### config.mk
export PLATFORM = sky130hd
export DESIGN_NAME = dz_countdown_flat
export DESIGN_NICKNAME = d
export VERILOG_FILES = /design/src/rtl/dz_pkg.sv /design/src/rtl/dz_countdown_if.sv /design/src/rtl/dz_debounce.sv /design/src/rtl/dz_countdown.sv /design/src/flat_wrapper.sv
export SDC_FILE = /design/constraint.sdc
export NUM_CORES = 1
export LEC_CHECK = 0
export ABC_AREA = 0
export CAP_MARGIN = 20
export CORE_MARGIN = 2
export CORE_UTILIZATION = 50
export CTS_BUF_LIST = sky130_fd_sc_hd__clkbuf_16
export DETAILED_ROUTE_END_ITERATION = 10
export PLACE_DENSITY = 0.68
export RECOVER_POWER = 100
export SLEW_MARGIN = 20
export SYNTH_ARGS = -nofsm -noshare
export SYNTH_HDL_FRONTEND = slang
export SYNTH_SLANG_ARGS = --single-unit
### constraint.sdc
create_clock -name clk -period 7.05 [get_ports clk]
set_clock_uncertainty 0.2 [all_clocks]
set_input_delay 0.705 -clock clk [delete_from_list [all_inputs] [get_ports clk]]
set_output_delay 0.705 -clock clk [all_outputs]
set_load 0.05 [all_outputs]
### src/rtl/dz_pkg.sv
// Shared types and helpers for the countdown sequencer.
//   state_e    : sequencer states
//   COL_*      : colour codes understood by the display driver
//   num_color  : digit -> colour mapping used while not idle
package dz_pkg;

  typedef enum logic [1:0] {
    StIdle,
    StRun,
    StPause,
    StDone
  } state_e;

  localparam logic [1:0] COL_OFF = 2'b00;
  localparam logic [1:0] COL_RED = 2'b01;
  localparam logic [1:0] COL_GRN = 2'b10;
  localparam logic [1:0] COL_YEL = 2'b11;

  function automatic logic [1:0] num_color(input logic [2:0] n);
    if (n >= 3'd4) begin
      return COL_RED;
    end else if (n >= 3'd2) begin
      return COL_GRN;
    end else begin
      return COL_YEL;
    end
  endfunction

endpackage

### src/rtl/dz_countdown_if.sv
// Board-facing bundle of the countdown sequencer.
//   btn_start, btn_pause : raw push-buttons (driven by the master / board side)
//   num, color           : digit and colour towards the display driver
//   running, done        : status (running level, single-cycle done pulse)
interface dz_countdown_if;

  logic       btn_start;
  logic       btn_pause;
  logic [2:0] num;
  logic [1:0] color;
  logic       running;
  logic       done;

  modport master (
    output btn_start,
    output btn_pause,
    input  num,
    input  color,
    input  running,
    input  done
  );

  modport slave (
    input  btn_start,
    input  btn_pause,
    output num,
    output color,
    output running,
    output done
  );

endinterface

### src/rtl/dz_debounce.sv
// Button conditioner: 2-FF synchroniser, debounce counter, rising-edge pulse.
//   clk, rst_n : clock, asynchronous active-low reset
//   btn        : raw button level, asynchronous to clk
//   pulse      : one-cycle pulse when the accepted level rises
module dz_debounce #(
  parameter int unsigned DEB_CYC = 20
) (
  input  logic clk,
  input  logic rst_n,
  input  logic btn,
  output logic pulse
);

  localparam int unsigned CW = (DEB_CYC > 1) ? $clog2(DEB_CYC) : 1;
  localparam logic [CW-1:0] CntMax = CW'(DEB_CYC - 1);

  logic          sync1_q;
  logic          sync2_q;
  logic          level_q;
  logic          pulse_q;
  logic [CW-1:0] cnt_q;

  always_ff @(posedge clk or negedge rst_n) begin
    if (!rst_n) begin
      sync1_q <= 1'b0;
      sync2_q <= 1'b0;
      level_q <= 1'b0;
      pulse_q <= 1'b0;
      cnt_q   <= '0;
    end else begin
      sync1_q <= btn;
      sync2_q <= sync1_q;
      pulse_q <= 1'b0;
      // Any cycle agreeing with the accepted level restarts qualification.
      if (sync2_q == level_q) begin
        cnt_q <= '0;
      end else if (cnt_q == CntMax) begin
        cnt_q   <= '0;
        level_q <= sync2_q;
        pulse_q <= sync2_q;
      end else begin
        cnt_q <= cnt_q + 1'b1;
      end
    end
  end

  assign pulse = pulse_q;

endmodule

### src/rtl/dz_countdown.sv
// Countdown sequencer feeding the dot-matrix display driver.
//   clk, rst_n : clock, asynchronous active-low reset
//   bus        : slave side of dz_countdown_if
//                (buttons in; num, color, running, done out, all registered)
// Counts START_VAL down to 0, one step per TICK_DIV cycles in RUN; holds a
// zero digit for one full period before entering DONE.
module dz_countdown
  import dz_pkg::*;
#(
  parameter int unsigned START_VAL = 5,
  parameter int unsigned TICK_DIV  = 50_000_000,
  parameter int unsigned DEB_CYC   = 20
) (
  input  logic           clk,
  input  logic           rst_n,
  dz_countdown_if.slave  bus
);

  localparam int unsigned PW = $clog2(TICK_DIV);
  localparam logic [PW-1:0] PreMax = PW'(TICK_DIV - 1);
  localparam logic [2:0] StartNum = 3'(START_VAL);

  logic start_p;
  logic pause_p;

  state_e        state_q;
  logic [2:0]    num_q;
  logic [PW-1:0] presc_q;
  logic [1:0]    color_q;
  logic          running_q;
  logic          done_q;

  dz_debounce #(
    .DEB_CYC(DEB_CYC)
  ) u_deb_start (
    .clk  (clk),
    .rst_n(rst_n),
    .btn  (bus.btn_start),
    .pulse(start_p)
  );

  dz_debounce #(
    .DEB_CYC(DEB_CYC)
  ) u_deb_pause (
    .clk  (clk),
    .rst_n(rst_n),
    .btn  (bus.btn_pause),
    .pulse(pause_p)
  );

  always_ff @(posedge clk or negedge rst_n) begin
    if (!rst_n) begin
      state_q   <= StIdle;
      num_q     <= StartNum;
      presc_q   <= '0;
      color_q   <= COL_OFF;
      running_q <= 1'b0;
      done_q    <= 1'b0;
    end else begin
      done_q <= 1'b0;
      // start_p restarts from every state and beats pause_p and a tick wrap.
      if (start_p) begin
        state_q   <= StRun;
        num_q     <= StartNum;
        presc_q   <= '0;
        color_q   <= num_color(StartNum);
        running_q <= 1'b1;
      end else begin
        case (state_q)
          StRun: begin
            if (pause_p) begin
              state_q   <= StPause;
              running_q <= 1'b0;
            end else if (presc_q == PreMax) begin
              presc_q <= '0;
              if (num_q != 3'd0) begin
                num_q   <= num_q - 3'd1;
                color_q <= num_color(num_q - 3'd1);
              end else begin
                state_q   <= StDone;
                running_q <= 1'b0;
                done_q    <= 1'b1;
              end
            end else begin
              presc_q <= presc_q + 1'b1;
            end
          end
          StPause: begin
            // Prescaler is left untouched so the period resumes mid-way.
            if (pause_p) begin
              state_q   <= StRun;
              running_q <= 1'b1;
            end
          end
          default: ;
        endcase
      end
    end
  end

  assign bus.num     = num_q;
  assign bus.color   = color_q;
  assign bus.running = running_q;
  assign bus.done    = done_q;

endmodule

### src/flat_wrapper.sv
// flat-port wrapper written by rule: the top's interface ports become plain ports
module dz_countdown_flat import dz_pkg::*;
#(
  parameter int unsigned START_VAL = 5,
  parameter int unsigned TICK_DIV  = 50_000_000,
  parameter int unsigned DEB_CYC   = 20
)
  (clk, rst_n, bus_btn_start, bus_btn_pause, bus_num, bus_color, bus_running, bus_done);
  dz_countdown_if bus_i ();
  input  logic clk;
  input  logic rst_n;
  input wire logic [$bits(bus_i.btn_start)-1:0] bus_btn_start;
  input wire logic [$bits(bus_i.btn_pause)-1:0] bus_btn_pause;
  output wire logic [$bits(bus_i.num)-1:0] bus_num;
  output wire logic [$bits(bus_i.color)-1:0] bus_color;
  output wire logic [$bits(bus_i.running)-1:0] bus_running;
  output wire logic [$bits(bus_i.done)-1:0] bus_done;
  assign bus_i.btn_start = bus_btn_start;
  assign bus_i.btn_pause = bus_btn_pause;
  assign bus_num = bus_i.num;
  assign bus_color = bus_i.color;
  assign bus_running = bus_i.running;
  assign bus_done = bus_i.done;
  dz_countdown #(.START_VAL(START_VAL), .TICK_DIV(TICK_DIV), .DEB_CYC(DEB_CYC)) u_core (.clk(clk), .rst_n(rst_n), .bus(bus_i));
endmodule
==> out/qor.csv <==
stage,metric,value,unit
yosys,ys_ff_latch,53,
floorplan,pin_count,11,
clock_tree,postCtsSetupRepairBufs,0,
clock_tree,cts_num_sinks,53,
yosys,synthCells,254,
yosys,synth_area_leader_cell,dfrtp_1,
power,power.density,192.3,nW/um^2
yosys,yosysSeqAreaShare,50.84,%
yosys,synth_top_area_share,48.83,%
yosys,synth_common_cells,"dfrtp_1 (51), nor2_1 (40), nand2_1 (17), nand3_1 (14), xor2_1 (14)",
sta,hold_viol_final,0,
clock_tree,clk_pin_slew,0.06,ns
sta,finalCritPeriodShare,44.69,%
power,vdd_drop_max,0.1699,mV
setup_path,critPathKind,in2async,
yosys,syn_area,2614,sq um
drt,dr.pass1.iters,4,
setup_path,cp_max_fo,53,
yosys,async_flop_share,100.0,%
drt,ant_nets,0,
placement,portBuffers,10,
sta,max-slew-margin-rel,-83.11,%
clock_tree,cts_tree,yes,
setup_path,crit_arrival,2.75,ns
cells_and_area,nNetsFinal,277,
sta,fin_crit,3.151,ns
setup_path,crit_path_top_delay_cell,clkbuf_1,
sta,max_freq,317.4,MHz
cells_and_area,fin_util,57.10,%
yosys,synth_cell_type_count,47,
clock_tree,cts_max_path_buffers,2,
sta,drv_slew,54,
sta,setup_viol,0,
placement,routabilityCongestion,0.8653,
cells_and_area,final_area,2898,sq um
floorplan,dieArea,5822,sq um
job,max_cap_violations,1,
power,leakage,1.280,nW
grt,grt.total_usage,17.63,%
clock_tree,ctsResizeCount,0,
floorplan,coreArea,5075,sq um
setup_path,crit_family,buffers and inverters,
yosys,synth_area_leaders,"dfrtp_1 (49%), nor2_1 (5.7%), xor2_1 (4.7%)",
floorplan,rows,26,
sta,finalSetupTns,0,ns
clock_tree,h-tree-depth,2,
grt,grt_pass1_wl,8.252,mm
setup_path,cp_cell_sequence,buf_2 -> clkbuf_1,
drt,drt_wl_total,4.865,mm
worst_hold_path,hold_depth,0,
cells_and_area,areaGrowthSynthToFinish,10.87,%
status,violations,"capacitance limit, slew limit",
placement,dp_hpwl,3.339,mm
yosys,ys_warn_count,0,
worst_hold_path,hp-class,reg2reg,
setup_path,cp_num_cells,2,
clock_tree,clk_latency,0.29,ns
cells_and_area,n_antenna_cell,0,
setup_path,slowest_delay,1.93,ns
drt,drt-wirelength-per-cell,14.39,um
drt,via_per_inst,5.601,
yosys,synth.most_common_cell,dfrtp_1,
grt,grt_pass1_vias,1746,
drt,drc_errors,0,
sta,rsz0062_at_grt,false,
setup_path,setup.worst_path.start_class,input port,
clock_tree,cts_inserted_buffers,5,
drt,drtIter0Drc,97,
setup_path,cp_num_buf_inv,2,
setup_path,end_kind,async pin,
placement,placed_area,2774,sq um
floorplan,start_util,51.50,%
status,status,"complete, but fails checks",
sta,fin_hold_ws,0.1482,ns
yosys,synth_ff_type,dfrtp_1,
floorplan,die_h,76.30,um
grt,grt_max_degree,54,
yosys,synth_edf_count,0,
clock_tree,ctsRootBufferMaster,clkbuf_16,
drt,routed-via-count,1893,
cells_and_area,drive_gt1_share,5.224,%
sta,tightest_slew,2.747,ns
grt,antenna_found_initial,0,
setup_path,cp_data_required_time,6.65,ns
grt,overflow,0,
yosys,syn_nets,264,
yosys,avgSynthCellArea,10.29,sq um
setup_path,reg2regPathDepth,6,
floorplan,die_w,76.30,um
clock_tree,hold_buffers,0,
[through the flow]
step / std cells / power (mW) / worst slack, ns
2_1_floorplan: 254 / 0.3213 / 4.817
3_3_place_gp: 329 / 0.3304 / 4.507
3_5_place_dp: 330 / 0.3307 / 4.517
4_1_cts: 338 / 0.5651 / 4.457
5_1_grt: 338 / 0.5789 / 3.145
6_report: 338 / 0.5573 / 3.899
[routing by layer]
| metal | track usage, % | wire, um | up-vias |
|---|---|---|---|
| li1 | - | - | 930 |
| met4 | 6.000 | 66 | 0 |
| met2 | 28.14 | 2248 | 25 |
| met1 | 24.39 | 2391 | 933 |
| met5 | 0 | 0 | - |
| met3 | 3.199 | 159 | 5 |
[final timing paths]
path | start | slack, ns | end
max in group clk | u_core.presc_q[0]$_DFFE_PN0P_ | 4.17 | u_core.presc_q[23]$_DFFE_PN0P_
worst min register to register | u_core.u_deb_start.sync1_q$_DFF_PN0_ | 0.15 | u_core.u_deb_start.sync2_q$_DFF_PN0_
worst max-delay path | rst_n | 3.90 | u_core.u_deb_start.pulse$_DFF_PN0_
worst max register to register | u_core.presc_q[0]$_DFFE_PN0P_ | 4.17 | u_core.presc_q[23]$_DFFE_PN0P_
worst min-delay path | u_core.u_deb_start.sync1_q$_DFF_PN0_ | 0.15 | u_core.u_deb_start.sync2_q$_DFF_PN0_
min in group asynchronous | rst_n | 1.17 | u_core.bus.done$_DFF_PN0_
[where the power goes]
part | total, mW | switching (mW) | internal [mW]
sequential | 0.311 | 0.00287 | 0.308
combinational | 0.0130 | 0.00883 | 0.00422
clock | 0.233 | 0.104 | 0.129
total | 0.557 | 0.116 | 0.441
[cell families (layout without fill, tap and decap cells)]
family | count (synthesis) | in the layout | share of synthesized area (%)
AOI/OAI and AO/OA | 27 | 27 | 7.516
xor gates and xnor gates | 27 | 27 | 9.048
adders and majority gates | 6 | 6 | 2.872
buffers and inverters | 15 | 29 | 2.633
DFF | 53 | 53 | 50.84
muxes | 6 | 6 | 2.441
and+or+nand+nor | 120 | 120 | 24.65
[cell type report]
type / count / area (sq um)
Inverter: 9 / 33.78
Clock inverter: 3 / 15.01
Sequential cell: 53 / 1329
Fill cell: 449 / 2177
Tap cell: 70 / 87.58
Timing Repair Buffer: 12 / 102.6
Multi-Input combinational cell: 186 / 1205
Clock buffer: 5 / 125.1
[layout by cell type (no fill, tap or decap), types with 6 or more instances in the layout]
master and n:
ha_1 6, nor2_1 40, and3_1 6, xnor2_1 13, dfrtp_1 51, xor2_1 14, nand3_1 14, dlygate4sd3_1 9
nand4_1 13, inv_1 9, nand2_1 17
[sequential cells by signal, summed over array words and instances (netlist names)]
register / count
u_core.u_deb_pause.sync2_q: 1
u_core.u_deb_pause.cnt_q: 5
u_core.bus.running: 1
u_core.u_deb_start.pulse: 1
u_core.state_q: 2
u_core.bus.done: 1
u_core.u_deb_start.level_q: 1
u_core.u_deb_start.cnt_q: 5
u_core.bus.num: 3
u_core.u_deb_start.sync1_q: 1
u_core.presc_q: 26
u_core.u_deb_pause.pulse: 1
u_core.u_deb_pause.level_q: 1
u_core.bus.color: 2
u_core.u_deb_start.sync2_q: 1
u_core.u_deb_pause.sync1_q: 1
Note: power is estimated with default switching activity, not from simulation.
